$ cat src/rtl/isa_pkg.sv
// Shared RV32I subset definitions: request op codes, major opcodes and funct3 values.
package isa_pkg;

  typedef enum logic [2:0] {
    OP_ADD  = 3'd0,
    OP_ANDI = 3'd1,
    OP_BNE  = 3'd2,
    OP_SH   = 3'd3,
    OP_LH   = 3'd4
  } op_e;

  localparam logic [6:0] OPC_OP     = 7'b0110011;
  localparam logic [6:0] OPC_OP_IMM = 7'b0010011;
  localparam logic [6:0] OPC_LOAD   = 7'b0000011;
  localparam logic [6:0] OPC_STORE  = 7'b0100011;
  localparam logic [6:0] OPC_BRANCH = 7'b1100011;

  localparam logic [2:0] F3_ADD  = 3'b000;
  localparam logic [2:0] F3_AND  = 3'b111;
  localparam logic [2:0] F3_HALF = 3'b001;
  localparam logic [2:0] F3_BNE  = 3'b001;

  localparam int unsigned INSTR_W = 32;

endpackage

$ cat src/rtl/instr_fifo.sv
// Synchronous FIFO holding encoded instruction words; head word is presented combinationally.
module instr_fifo #(
  parameter int WIDTH = 32,
  parameter int DEPTH = 2
) (
  input  logic             clk,
  input  logic             rst_n,
  input  logic             push_i,
  input  logic [WIDTH-1:0] wdata_i,
  input  logic             pop_i,
  output logic [WIDTH-1:0] rdata_o,
  output logic             empty_o,
  output logic             full_o
);

  localparam int AW    = $clog2(DEPTH);
  localparam int PTR_W = AW + 1;

  logic [WIDTH-1:0] mem_q [DEPTH];
  logic [PTR_W-1:0] wr_ptr_q, wr_ptr_d;
  logic [PTR_W-1:0] rd_ptr_q, rd_ptr_d;

  // Extra pointer bit distinguishes full from empty when the indices match.
  assign empty_o = (wr_ptr_q == rd_ptr_q);
  assign full_o  = (wr_ptr_q[AW] != rd_ptr_q[AW]) &&
                   (wr_ptr_q[AW-1:0] == rd_ptr_q[AW-1:0]);
  assign rdata_o = mem_q[rd_ptr_q[AW-1:0]];

  always_comb begin
    wr_ptr_d = wr_ptr_q;
    rd_ptr_d = rd_ptr_q;
    if (push_i && !full_o) wr_ptr_d = wr_ptr_q + PTR_W'(1);
    if (pop_i && !empty_o) rd_ptr_d = rd_ptr_q + PTR_W'(1);
  end

  always_ff @(posedge clk or negedge rst_n) begin
    if (!rst_n) begin
      wr_ptr_q <= '0;
      rd_ptr_q <= '0;
      for (int i = 0; i < DEPTH; i++) mem_q[i] <= '0;
    end else begin
      wr_ptr_q <= wr_ptr_d;
      rd_ptr_q <= rd_ptr_d;
      if (push_i && !full_o) mem_q[wr_ptr_q[AW-1:0]] <= wdata_i;
    end
  end

endmodule

$ cat src/rtl/instr_encoder.sv
// Encodes ADD/ANDI/BNE/SH/LH requests into RV32I words and buffers them for the consumer.
// Handshakes: a transfer happens on a rising edge where valid && ready; valid never waits on ready.
module instr_encoder
  import isa_pkg::*;
#(
  parameter int FIFO_DEPTH = 2
) (
  input  logic        clk,
  input  logic        rst_n,
  input  logic        in_valid,
  output logic        in_ready,
  input  logic [2:0]  in_op,
  input  logic [4:0]  in_rd,
  input  logic [4:0]  in_rs1,
  input  logic [4:0]  in_rs2,
  input  logic [12:0] in_imm,
  output logic        out_valid,
  input  logic        out_ready,
  output logic [31:0] out_instr,
  output logic        err_illegal,
  input  logic        err_clr,
  output logic [15:0] instr_count
);

  logic [INSTR_W-1:0] word;
  logic               legal;
  logic               accept;
  logic               push;
  logic               pop;
  logic               fifo_full;
  logic               fifo_empty;
  logic               err_q, err_d;
  logic [15:0]        count_q, count_d;

  always_comb begin
    word  = '0;
    legal = 1'b1;
    case (in_op)
      OP_ADD:  word = {7'b0, in_rs2, in_rs1, F3_ADD, in_rd, OPC_OP};
      OP_ANDI: word = {in_imm[11:0], in_rs1, F3_AND, in_rd, OPC_OP_IMM};
      OP_LH:   word = {in_imm[11:0], in_rs1, F3_HALF, in_rd, OPC_LOAD};
      OP_SH:   word = {in_imm[11:5], in_rs2, in_rs1, F3_HALF, in_imm[4:0], OPC_STORE};
      OP_BNE: begin
        word  = {in_imm[12], in_imm[10:5], in_rs2, in_rs1, F3_BNE,
                 in_imm[4:1], in_imm[11], OPC_BRANCH};
        // Branch offsets are halfword aligned; an odd offset cannot be encoded.
        legal = ~in_imm[0];
      end
      default: legal = 1'b0;
    endcase
  end

  // Ready is forced low while reset is held, independent of the FIFO state.
  assign in_ready  = rst_n & ~fifo_full;
  assign accept    = in_valid & in_ready;
  assign push      = accept & legal;
  assign out_valid = ~fifo_empty;
  assign pop       = out_valid & out_ready;

  instr_fifo #(
    .WIDTH (INSTR_W),
    .DEPTH (FIFO_DEPTH)
  ) u_fifo (
    .clk     (clk),
    .rst_n   (rst_n),
    .push_i  (push),
    .wdata_i (word),
    .pop_i   (pop),
    .rdata_o (out_instr),
    .empty_o (fifo_empty),
    .full_o  (fifo_full)
  );

  // A fresh illegal request takes priority over a clear in the same cycle.
  always_comb begin
    err_d = err_q;
    if (accept && !legal) err_d = 1'b1;
    else if (err_clr)     err_d = 1'b0;
  end

  always_comb begin
    count_d = count_q;
    if (pop) count_d = count_q + 16'd1;
  end

  always_ff @(posedge clk or negedge rst_n) begin
    if (!rst_n) begin
      err_q   <= 1'b0;
      count_q <= '0;
    end else begin
      err_q   <= err_d;
      count_q <= count_d;
    end
  end

  assign err_illegal = err_q;
  assign instr_count = count_q;

endmodule

$ cat config.mk
export PLATFORM = sky130hd
export DESIGN_NAME = instr_encoder
export DESIGN_NICKNAME = d
export VERILOG_FILES = /design/src/rtl/isa_pkg.sv /design/src/rtl/instr_fifo.sv /design/src/rtl/instr_encoder.sv
export SDC_FILE = /design/constraint.sdc
export NUM_CORES = 1
export LEC_CHECK = 0
export BUFFER_PORTS_ARGS = -buffer_cell sky130_fd_sc_hd__buf_2
export CAP_MARGIN = 20
export CORE_UTILIZATION = 25
export DETAILED_ROUTE_END_ITERATION = 8
export PLACE_DENSITY = 0.51
export SLEW_MARGIN = 15
export SYNTH_ARGS = -nofsm -noshare
export SYNTH_HDL_FRONTEND = slang
export SYNTH_SLANG_ARGS = --single-unit
export TNS_END_PERCENT = 30
$ cat constraint.sdc
create_clock -name clk -period 3.41 [get_ports clk]
set_input_delay 0.682 -clock clk [delete_from_list [all_inputs] [get_ports clk]]
set_output_delay 0.682 -clock clk [all_outputs]
set_load 0.05 [all_outputs]
Word level (Yosys, flattened, before mapping) --
Cells that the tools add are included.
Storage, ports and cells: register bits after elaboration 85, bits of input ports 36, output and inout bits 51, logic and storage cells 49
Cells by class: add/sub/neg operators 3, order comparisons 3, eq/ne operators 7, mux-type cells 10, bitwise operators 9, reduce and logical (&&, ||, !) cells 11
Operator list (count):
- $pmux 32 s5 | 1
- $mux 32 | 4
- $bwmux 64 | 1
- $demux 32 s1 | 1
- $add 16x1->16 const B | 1
- $eq 3x2->1 const B | 2
- $logic_and 1x1->1 | 5
- $add 2x1->2 const B | 2
- $and 1x1->1 | 4
- $ge 2x2->1 const B | 2
- $not 1->2 | 2
- $reduce_or 4->1 | 1
- $eq 3x1->1 const B | 1
- $eq 3x3->1 const B | 1
- $logic_not 1->1 | 3
- $logic_not 3->1 | 1
- $not 1->1 | 3
- $eq 2x2->1 | 1
- $lt 2x1->1 const B | 1
- $mux 1 | 2
- $pmux 1 s2 | 1
- $reduce_bool 2->1 | 1
- $eq 1x1->1 | 1
- $ne 1x1->1 | 1

Longest topological paths before layout --
depth after elaboration 7, mapped depth 6

Cells and area by module --
From an unflattened synthesis, not the netlist that was laid out.
Unflattened totals: cell total of the unflattened synthesis 319, area, all modules 4310.4 µm²
By module, submodules not included:
- instr_fifo | instances 1, cells each 196, area an instance 3149.3 µm², sequential area each 1701.6 µm²
- instr_encoder | instances 1, cells each 123, area an instance 1161.1 µm², sequential area each 425.4 µm²

Least setup slack after synthesis --
No wires, ideal clock.
path kind reg2out, start point reg u_fifo.rd_ptr_q[0], end point out out_instr[14], arrival time 1486 ps, data required time 2728 ps, setup slack 1242 ps, stages on the path, launching flop included 4, buffers on the path 2, cells stage by stage dfrtp_1 -> clkbuf_1 -> mux2_2 -> buf_4
Between the ends: cells in the longest elaborated chain, start to end 4
Ends and longest elaborated chain:
- start, declared | RTL line instr_fifo.sv:21 | logic [PTR_W-1:0] rd_ptr_q, rd_ptr_d;
- start signal, assigned | RTL line instr_fifo.sv:43 | rd_ptr_q <= rd_ptr_d;
- $not 1->2 (implied by the code) | RTL line instr_fifo.sv:27 | assign rdata_o = mem_q[rd_ptr_q[AW-1:0]];
- $mux 32 (implied by the code) (3 in series) | RTL line instr_fifo.sv:27
- end, declared | RTL line instr_encoder.sv:19 | output logic [31:0] out_instr,
No other way between the ends. The select of a mux whose other input is x is not followed.

Final worst setup path --
start point reg u_fifo.rd_ptr_q[0], end point out out_instr[0]
Same word-level chain as after synthesis.

==> reports/summary.txt <==
register area share after synthesis - 52.26%
vias per cell - 4.472
post_cts resized - 0
Fmax - 391.5 MHz
crit path max-delay cell type - dfrtp_1
Ports - 87
top_reg_cell synth - dfrtp_1
Worst Skew - 0.01122 ns
critical-path maximum fanout - 13
H-tree Lvls - 3
Final Critical Period - 2.554 ns
crit path launch type - flip-flop
Synth cell types - 41
number of flops mapped to enable cells by yosys - 0
RSZ-0062 raised after global routing - no
TritonCTS clock tree - done
Pleak - 0.002170 uW
placed cells - 540
Final Max Slew Viols - 0
full die area - 0.01524 mm2
wl on met1 - 4091 um
maximum vdd ir drop - 0.3582 mV
worst skew pair latency - 0.34 ns
DRC Markers - 0
TNS Setup - 0 ns
GP Congestion - 0.7442
outcome - finished, final reports clean
Sink Count - 77
Final setup viols - 0
CP Class - reg -> out
initial core utilization - 25.47%
#FFs+latches synth - 77
CORE AREA - 0.01448 mm2
post-DP HPWL - 6184 um
DR WL met2 - 4146 um
Row Count - 44
vias - 2491
Die Y - 123.4 um
Post-synth ARST share - 100.0%
# diodes - 0
PortBufs - 84
vias in the first global route - 2506
Worst slew margin - 50.41%
FILL cells - 1469
chip width - 123.4 um
uppermost routed layer - met4
CTS clk-pin slew, worst paths - 0.07 ns
PwrDens - 1047 mW/mm2
Area Overhead vs Synth - 24.40%
FF/Latch Area - 0.001927 mm2
antenna violations before repair - 0
gr usage total - 12.40%
cells after synthesis - 283
largest net degree at the start of global routing - 78
count leader, synth - dfrtp_1
Initial DRC Count - 95
Max Cap Violations - 0
CP Data Arrival Time - 1.87 ns
layout cells sized above 1 - 49.33%
WL/cell - 15.66 um
GRT overflow - 0
Final ANT Viol Nets - 0
Clock Tree Buf Depth - 2
Post-CTS Setup Bufs - 0
Synth Area per Inst - 13.03 um2
footprint of the multi-input gates - 0.001665 mm2
Final Hold Vio Count - 0
met3 routed WL - 415 um
nets - 405
Hold Crit Class - in -> async
most frequent cells after synthesis - 77 x dfrtp_1, 74 x mux2_2, 18 x xnor2_1, 13 x and2_1, 12 x nand2_1
Post-CTS Hold Fix Bufs - 0
Final Cycle Share - 74.90%
first-pass GRT wire length - 13860 um
WL final - 8723 um
final std cells w/o fill - 557
max incr delay on CP - 0.62 ns
top cells by area, synth - dfrtp_1 52%, mux2_2 23%, xnor2_1 4.3%
slew at the pin closest to its max-slew limit - 0.7372 ns
Worst setup EP type - output port
crit-path cells - buf_4, mux2_2, buf_2
Critical Path RT - 2.73 ns
root cell of the clock tree - clkbuf_16
CTS Buf Count - 9
Detailed Routing Iterations Pass 1 - 4
Ys Warns - 0
top cell type's share of synthesized area - 52.26%
Yosys top cell by area - dfrtp_1
mapped cell area - 0.003687 mm2
## where the power goes
group,internal (uW),switching (uW),total (uW)
registers,1290,242,1530
logic,801,1600,2400
clock network,494,378,872
## critical path: cells and delay by family, from the launching register on
family	cells	cell delay, ns
flip-flops	1	0.62
buffers and inverters	2	0.54
multiplexers	1	0.38
## placed cells by master (no fill, tap or decap), types with 2 or more instances in the layout
| cell | Yosys | routed |
|---|---|---|
| buf_2 | 3 | 83 |
| o21ai_0 | 4 | 4 |
| and2_1 | 13 | 13 |
| mux2_2 | 74 | 74 |
| nor2_1 | 4 | 4 |
| clkbuf_1 | 5 | 2 |
| mux2_1 | 8 | 8 |
| dfrtp_1 | 77 | 77 |
| conb_1 | 1 | 2 |
| nand3_1 | 5 | 5 |
| xnor2_1 | 18 | 18 |
| nand4_1 | 7 | 7 |
| xor2_1 | 4 | 4 |
| a32o_1 | 4 | 4 |
| buf_4 | 6 | 6 |
| a22o_1 | 5 | 5 |
| clkinvlp_4 | 0 | 3 |
| nand2_1 | 12 | 12 |
| nor2b_1 | 2 | 2 |
| o22ai_1 | 2 | 2 |
| and3_1 | 3 | 3 |
| nor3_1 | 3 | 3 |
| inv_1 | 2 | 2 |
| nand2b_1 | 2 | 2 |
| clkbuf_16 | 0 | 9 |
## registers in the layout, summed over array words and instances, names as in the netlist
name,flops
err_illegal,1
u_fifo.rd_ptr_q,2
u_fifo.mem_q,56
instr_count,16
u_fifo.wr_ptr_q,2
## final timing paths
kind / from / endpoint / slack, ns / cells past startpoint
setup reg to reg: u_fifo.rd_ptr_q[0]$_DFFE_PN0P_ / u_fifo.mem_q[14]$_DFFE_PN0P_ / 1.10 / 5
hold / removal: rst_n / instr_count[8]$_DFFE_PN0P_ / 0.32 / 2
min in group clk: u_fifo.mem_q[1]$_DFFE_PN0P_ / u_fifo.mem_q[1]$_DFFE_PN0P_ / 0.46 / 1
setup / recovery: u_fifo.rd_ptr_q[0]$_DFFE_PN0P_ / out_instr[0] / 0.86 / 3
hold reg to reg: u_fifo.mem_q[1]$_DFFE_PN0P_ / u_fifo.mem_q[1]$_DFFE_PN0P_ / 0.46 / 1
max in group asynchronous: rst_n / u_fifo.mem_q[28]$_DFFE_PN0P_ / 2.50 / 3
## final cells by class
class                      count  area share, %
clock buffer                  11          5.074
tap                          184          5.019
multi-input combinational    188          36.31
clock inverter                 5         0.7911
sequential                    77          42.01
inverter                       2         0.1637
timing repair buffer          90          10.64
## stage by stage
stage,hold WS (ns),utilization (%),total power (uW),setup WS (ns),area [um2]
floorplan,0.3864,-,3433,1.242,3691
global placement,0.4445,29.63,3937,1.084,4290
detailed placement,0.4467,29.63,3981,1.002,4290
CTS,0.4637,31.49,4872,0.8149,4559
global route,0.3235,31.68,5091,0.7397,4587
finish,0.3198,31.68,4805,0.8560,4587
## logic make-up (layout without fill, tap and decap cells)
| family | after synthesis | in the layout | synth area share, % |
|---|---|---|---|
| buffers and inverters | 19 | 108 | 2.850 |
| adders and majority gates | 1 | 1 | 0.3393 |
| DFF | 77 | 77 | 52.26 |
| muxes | 83 | 83 | 25.31 |
| and+or+nand+nor | 55 | 55 | 8.178 |
| xor gates and xnor gates | 23 | 23 | 5.667 |
| other | 1 | 2 | 0.1017 |
| AOI/OAI and AO/OA | 24 | 24 | 5.294 |
## layer usage
| layer | vias to the layer above | global-route usage [%] |
|---|---|---|
| met5 | - | 0 |
| met2 | 56 | 18.75 |
| met3 | 6 | 4.705 |
| met4 | 0 | 3.238 |
| li1 | 1175 | - |
| met1 | 1254 | 16.51 |
No activity file was read; power rests on OpenSTA's default activity.
